File: config.mk
export PLATFORM = sky130hd
export DESIGN_NAME = alu_cmd_issuer
export DESIGN_NICKNAME = d
export VERILOG_FILES = /design/src/rtl/alu_cmd_issuer.sv
export SDC_FILE = /design/constraint.sdc
export NUM_CORES = 1
export LEC_CHECK = 0
export BUFFER_PORTS_ARGS = -buffer_cell sky130_fd_sc_hd__buf_2
export CORE_ASPECT_RATIO = 0.6
export CORE_MARGIN = 2
export CORE_UTILIZATION = 44
export DETAILED_ROUTE_END_ITERATION = 6
export HOLD_SLACK_MARGIN = 0.02
export PLACE_DENSITY_LB_ADDON = 0.25
export SLEW_MARGIN = 5
export SYNTH_ARGS = -nofsm -noshare
export SYNTH_HDL_FRONTEND = slang
export SYNTH_SLANG_ARGS = --single-unit
File: constraint.sdc
create_clock -name clk -period 1.7 [get_ports clk]
set_clock_uncertainty 0.2 [all_clocks]
set_input_delay 0.17 -clock clk [delete_from_list [all_inputs] [get_ports clk]]
set_output_delay 0.17 -clock clk [all_outputs]
set_load 0.05 [all_outputs]
File: src/rtl/alu_cmd_issuer.sv
// Command issuer for the 4-bit combinational ALU: launches operands, waits a settle window,
// captures the result into an accumulator/response register. Define ALU_CMD_ISSUER_OVF_EN for res_ovf.
module alu_cmd_issuer #(
    parameter int                DATA_W        = 4,
    parameter int                SETTLE_CYCLES = 1,
    parameter logic [DATA_W-1:0] ACC_RESET     = '0
) (
    input  logic              clk,
    input  logic              rst_n,
    input  logic              cmd_valid,
    output logic              cmd_ready,
    input  logic [2:0]        cmd_op,
    input  logic              cmd_use_acc,
    input  logic [DATA_W-1:0] cmd_a,
    input  logic [DATA_W-1:0] cmd_b,
    input  logic              cmd_wb,
    output logic [DATA_W-1:0] alu_a,
    output logic [DATA_W-1:0] alu_b,
    output logic [2:0]        alu_sel,
    input  logic [DATA_W-1:0] alu_y,
    input  logic              alu_cout,
    output logic              res_valid,
    input  logic              res_ready,
    output logic [DATA_W-1:0] res_y,
    output logic              res_cout,
    output logic              res_zero,
    output logic [DATA_W-1:0] acc_out
`ifdef ALU_CMD_ISSUER_OVF_EN
    ,
    output logic              res_ovf
`endif
);

    typedef enum logic [1:0] {IDLE, SETTLE, RESP} state_t;

    state_t            state_q;
    state_t            state_d;
    logic [3:0]        cnt;
    logic              wb_pending;
    logic [DATA_W-1:0] acc;
    logic              accept;
    logic              sample;

    function automatic logic is_zero(input logic [DATA_W-1:0] v);
        return v == '0;
    endfunction

`ifdef ALU_CMD_ISSUER_OVF_EN
    // Two's-complement overflow judged from sign bits of the launched operands and the ALU result.
    function automatic logic ovf_flag(input logic [2:0] sel, input logic [DATA_W-1:0] a,
                                      input logic [DATA_W-1:0] b, input logic [DATA_W-1:0] y);
        case (sel)
            3'b000:  return (a[DATA_W-1] == b[DATA_W-1]) && (y[DATA_W-1] != a[DATA_W-1]);
            3'b001:  return (a[DATA_W-1] != b[DATA_W-1]) && (y[DATA_W-1] != a[DATA_W-1]);
            default: return 1'b0;
        endcase
    endfunction
`endif

    assign cmd_ready = rst_n && ((state_q == IDLE) || ((state_q == RESP) && res_ready));
    assign accept    = cmd_valid && cmd_ready;
    assign sample    = (state_q == SETTLE) && (cnt == 4'd0);
    assign acc_out   = acc;

    always_comb begin
        state_d = state_q;
        case (state_q)
            IDLE:    if (accept) state_d = SETTLE;
            SETTLE:  if (cnt == 4'd0) state_d = RESP;
            RESP:    if (res_ready) state_d = accept ? SETTLE : IDLE;
            default: state_d = IDLE;
        endcase
    end

    always_ff @(posedge clk or negedge rst_n) begin
        if (!rst_n) begin
            state_q    <= IDLE;
            cnt        <= 4'd0;
            wb_pending <= 1'b0;
            alu_a      <= '0;
            alu_b      <= '0;
            alu_sel    <= 3'd0;
            res_y      <= '0;
            res_cout   <= 1'b0;
            res_zero   <= 1'b0;
            res_valid  <= 1'b0;
            acc        <= ACC_RESET;
`ifdef ALU_CMD_ISSUER_OVF_EN
            res_ovf    <= 1'b0;
`endif
        end else begin
            state_q <= state_d;

            // Launch: acc already holds any writeback from the previous op, so forwarding is free.
            if (accept) begin
                alu_a      <= cmd_use_acc ? acc : cmd_a;
                alu_b      <= cmd_b;
                alu_sel    <= cmd_op;
                wb_pending <= cmd_wb;
                cnt        <= 4'(SETTLE_CYCLES - 1);
            end else if ((state_q == SETTLE) && (cnt != 4'd0)) begin
                cnt <= cnt - 4'd1;
            end

            // Capture at the end of the settle window
            if (sample) begin
                res_y    <= alu_y;
                res_cout <= alu_cout;
                res_zero <= is_zero(alu_y);
`ifdef ALU_CMD_ISSUER_OVF_EN
                res_ovf  <= ovf_flag(alu_sel, alu_a, alu_b, alu_y);
`endif
                if (wb_pending) acc <= alu_y;
            end

            if (sample) begin
                res_valid <= 1'b1;
            end else if ((state_q == RESP) && res_ready) begin
                res_valid <= 1'b0;
            end
        end
    end

endmodule

# Word-level counts from Yosys, hierarchy flattened
# Cells that the tools add are included.
[totals]
output_inout_bits = 23
wordCells = 41
inputBits = 22
regBits = 29
[op_classes]
n_mux = 10
eq_ne = 5
add_sub_neg = 1
n_reduce_logical = 14
[ops]
columns = ["operator", "n"]
rows = [
  ["2-to-1 mux 4 bit", 3],
  ["logical NOT 4 bit", 2],
  ["2-to-1 mux 2 bit", 3],
  ["!= test 2 bit, second input constant", 3],
  ["one-hot mux 2 bit (3 select lines)", 1],
  ["logical AND 1 bit", 5],
  ["nonzero test 2 bit", 2],
  ["nonzero test 4 bit", 1],
  ["subtractor 4 x 1 -> 4 bit, second input constant", 1],
  ["2-to-1 mux 1 bit", 3],
  ["AND reduction 3 bit", 1],
  ["equality test 2 x 1 -> 1 bit, second input constant", 1],
  ["equality test 2 bit, second input constant", 1],
  ["logical NOT 2 bit", 1],
  ["AND reduction 2 bit", 1],
  ["logical OR 1 bit", 1],
]

# Logic depth before layout (Yosys ltp)
[logic_depth]
ltp_word = 8
mapped_depth = 5

# Least setup slack after synthesis
# Ideal clock, no wire load.
[synth_path]
kind = "register -> register"
from = "register cnt[0]"
to = "register res_cout"
period_less_slack_ns = 1.713
arrival_ns = 1.388
stages_incl_launch_ff = 6
slack_ns = -0.013
t_required_ns = 1.375
setup_time_ns = 0.125
cell_sequence = "dfrtp_1 inv_1 ha_1 nor3b_2 nand2_1 mux2_2"
[synth_via]
elab_chain_cells = 2
[synth_lines]
columns = ["item", "line_no", "rtl"]
rows = [
  ["start, declared", "38", "logic [3:0] cnt;"],
  ["start signal, assigned", "100", "cnt <= 4'(SETTLE_CYCLES - 1);"],
  ["start signal, assigned", "102", "cnt <= cnt - 4'd1;"],
  ["logical NOT 4 bit", "62", "assign sample = (state_q == SETTLE) && (cnt == 4'd0);"],
  ["logical AND 1 bit", "62", ""],
  ["end signal, assigned", "108", "res_cout <= alu_cout;"],
  ["end, declared", "25", "output logic res_cout,"],
]
# No other way between the ends.
# A chain may end at the register's enable or synchronous reset.

# Worst setup path after layout
[layout_path]
from = "register cnt[1]"
to = "register acc[1] (netlist: acc_out[1])"
[layout_via]
elab_chain_cells = 3
[layout_lines]
columns = ["item", "line_no", "rtl"]
rows = [
  ["logical NOT 4 bit", "62", ""],
  ["logical AND 1 bit", "62", ""],
  ["AND reduction 2 bit (no source line)", "n/a", ""],
  ["end signal, assigned", "113", "if (wb_pending) acc <= alu_y;"],
  ["end, declared", "40", "logic [DATA_W-1:0] acc;"],
]
# No other way between the ends.

==> results.txt <==
TritonCTS built the clock tree. Measured along the x axis, the die boundary spans 73.8 um. The power dissipated by switching net loads was 1980 uW; the max-cap check violation count was 0. Per-instance average area after synthesis: 14.0 um2. The tools report the buffer type at the clock tree root as clkbuf_8. The final critical-path share of the clock period was 103%.

The smallest clock period supported by the final layout is computed as 1.75 ns. The layout net count is 196. The tools report the vias after detailed routing as 1,031. The worst setup path is of the register to register kind. The relative contribution of sequential cells to total power was 28.6%; the cell-internal power was 2340 uW. Of all cell types, the one taking the most synthesized area is dfrtp_1. The die covers 3380 um2. The final hold violation count is 0, and the number of max-slew violations in the final report is 0. Of all nets on the critical path, the largest fanout is 4. The diode insertion count for antenna repair came out at 0.

The final reports fail on negative setup slack. Input and output buffers added on the ports amount to 44. The clock transition time at the flip-flop clock pins of the worst setup and hold paths works out to 0.06 ns. The clock passes through at most 2 buffers. The first global-routing pass estimated 4570 um of wire. The worst-case IR drop observed on VDD is 1330 uV.

The slack of the critical path was -0.0521 ns; the remaining routing DRC violations was 0. The overall fraction of global-route tracks in use was 19.2%. In this run the worst hold path is classified as input pin to register. For the initial antenna violation count, the log shows 0.

Counting every sink on the clock net gives 29. The fill cell instance count of the final layout was 212; the number of primary I/O pins was 45. The category of the worst setup path capture point is a register. The tools report the HPWL after detailed placement as 2010 um. In this run the register-to-register setup slack is -0.05 ns. The run gives 2830 um2 as the core area.

Setup repair after global routing could not meet its margin everywhere. The tools report the total negative slack as -0.408 ns. The run finished, with violations left. The via-per-instance ratio is 4.82, and the area share of the largest cell type after synthesis is 56.5%.

The final wirelength was 3000 um; the row count was 15. The logs give 22 for the unique cell type count in the Yosys netlist and 0 for the remaining antenna violation count. The multi-input combinational cell area is 579 um2, and the leakage dissipation is 0.000956 uW. Measured against its own limit, the worst slew margin works out to 64.0%.

The maximum single-stage delay on the critical path was 0.39 ns. The critical path goes through inv_2, ha_4, nor3b_4, nand3_4, mux2_4. Routed wire length per instance: 14.0 um. After global routing the overflow that remains totals 0. The share of total power dissipated in combinational logic is 55.8%. The area growth from synthesis to layout was 54.0%. The cell at the slowest stage of the critical path is dfrtp_1. The insertion delay of the later-clocked pin in the worst-skew pair is 0.27 ns. STA classifies the critical path startpoint as a register.

The slew at the pin closest to its max-slew limit is 0.539 ns. The post-route netlist has 58.7% of its cells at a drive strength greater than 1. The cell count after synthesis is 92. The first TritonRoute pass finished after 4 iterations.

For the summed instance area of the synthesized netlist, the log shows 1280 um2. STA puts the critical path data required time at 1.66 ns. In this run, the clock network consumes 15.5% of the power.

Ranked by total cell area, the synthesized netlist is headed by dfrtp_1 56%, mux2_2 18%, mux2_4 7.0%. The tools report the number of global-route vias before repair as 1,011. The CTS buffer count is 5, and the storage element area is 726 um2. For the register area share after synthesis, the log shows 56.5%.

The number of instances in the placed design was 185; the synthesized flop and latch total was 29. The number of DRC markers in iteration 0 is 29, and the final instance count without filler cells is 214. The design draws 4320 uW. For the worst setup path, the data arrival time is 1.71 ns.

The number of endpoints failing setup at the final stage is 12. Of the total power, the share spent switching nets is 45.8%. Yosys printed 0 warnings.

The post-synth net total came out at 116. Entering global routing, the biggest net connects 20 pins. Routability-driven placement finished with a final weighted congestion of 0.769. The effective utilization at floorplan is 45.3%.

From bottom edge to top edge, the die measures 45.9 um. The run gives 2 as the number of levels in the clock H-tree. The total power divided by cell area is 2180 nW/um2. The run gives 571 MHz as the achievable frequency.
-- layout by cell type (no fill, tap or decap), types with 2 or more instances in the layout --
cell type and n:
mux2_4 8, buf_4 13, mux2_2 18, a21oi_1 2
o21ai_0 6, nand2b_1 3, inv_1 3, clkbuf_8 5
buf_2 44, dfrtp_1 29, a21oi_2 2, or3_1 2
dlygate4sd3_1 17, inv_2 2
-- Yosys cell counts --
| master | n |
|---|---|
| mux2_4 | 6 |
| a21oi_1 | 4 |
| ha_1 | 2 |
| or3_2 | 1 |
| dfrtp_1 | 29 |
| mux2_2 | 20 |
| nand4b_1 | 1 |
| nor3b_2 | 1 |
| buf_6 | 2 |
| nand3_1 | 1 |
| or4_1 | 1 |
| and3b_1 | 1 |
| nand2b_1 | 3 |
| a21o_1 | 1 |
| nor4_1 | 1 |
| o21ai_0 | 6 |
| nor2b_1 | 1 |
| nand2_1 | 2 |
| o2111ai_1 | 1 |
| inv_1 | 5 |
| or3_1 | 2 |
| and4b_1 | 1 |
-- power by group through the flow --
stage	Sequential (uW)	Combinational, uW	Clock, uW
2_1_floorplan	2150	667	0
4_1_cts	1230	2270	692
6_report	1240	2410	671
3_3_place_gp	1210	2090	0
3_5_place_dp	1220	2140	0
5_1_grt	1280	2540	726
-- sequential cells by signal (all words and copies together) (netlist names) --
register    count
acc_out         4
alu_a           4
alu_b           4
cnt             4
res_y           4
alu_sel         3
state_q         2
res_cout        1
res_valid       1
res_zero        1
wb_pending      1
-- final cells by class --
cell class | instances | share of cell area [%]
well taps | 42 | 2.65
clock buffers | 5 | 3.48
inverters | 5 | 0.948
multi-input cells | 56 | 29.3
clock inverters | 2 | 1.77
flip-flops and latches | 29 | 36.7
repair buffers | 75 | 25.2
-- layer usage --
layer | vias to the layer above | global-route usage, % | share of wire, %
met3 | 2 | 8.85 | 4.6
li1 | 486 | - | -
met5 | - | 0 | 0
met2 | 26 | 28.6 | 46
met4 | 0 | 6.55 | 0.53
met1 | 517 | 24.8 | 49
-- logic make-up (layout without fill, tap and decap cells) --
logic type                 after synthesis  in the layout  synth area share, %
DFF                                     29             29                 56.5
AOI/OAI and AO/OA                       12             12                 5.16
adders and majority gates                2              2                 1.95
buffers and inverters                    7             87                 3.21
muxes                                   26             26                 24.5
and+or+nand+nor                         16             16                 8.67
-- worst max-delay path: cells and delay by family, from the launching register on --
kind / cells / cell delay, ns
DFF: 1 / 0.39
muxes: 1 / 0.33
buffers and inverters: 1 / 0.09
adders and majority gates: 1 / 0.14
and+or+nand+nor: 2 / 0.49
-- stage by stage --
stage | hold slack (ns) | utilization [%] | worst slack, ns | cell area (um2)
after global routing | 0.0538 | 69.8 | -0.124 | 1980
final | 0.0297 | 69.8 | -0.0521 | 1980
after CTS | 0.0305 | 67.7 | -0.00499 | 1920
after floorplan | -0.326 | - | -0.00958 | 1290
after detailed placement | -0.0673 | 56.6 | -0.151 | 1610
after global placement | -0.0646 | 56.6 | -0.0458 | 1610
-- worst paths after layout --
path	endpoint	depth (start not counted)	from
worst max-delay path	acc_out[1]$_DFFE_PN0P_	5	cnt[1]$_DFFE_PN0P_
worst min-delay path	res_valid$_DFFE_PN0P_	4	res_ready
worst max register to register	acc_out[1]$_DFFE_PN0P_	5	cnt[1]$_DFFE_PN0P_
worst min register to register	alu_a[1]$_DFFE_PN0P_	1	alu_a[1]$_DFFE_PN0P_
max in group asynchronous	alu_b[0]$_DFFE_PN0P_	3	rst_n
min in group asynchronous	res_cout$_DFFE_PN0P_	3	rst_n
-- what timing repair did --
| item | CTS | global route |
|---|---|---|
| endpoints found under the setup margin | 12 | 14 |
| endpoints found under the hold margin | 48 | 0 |
| hold buffers | 17 | 0 |
| buffers inserted | 3 | 2 |
| cloned | 0 | 0 |
| gates resized for setup | 4 | 11 |
| pin swaps | 1 | 3 |
(Power assumes the default switching activity.)
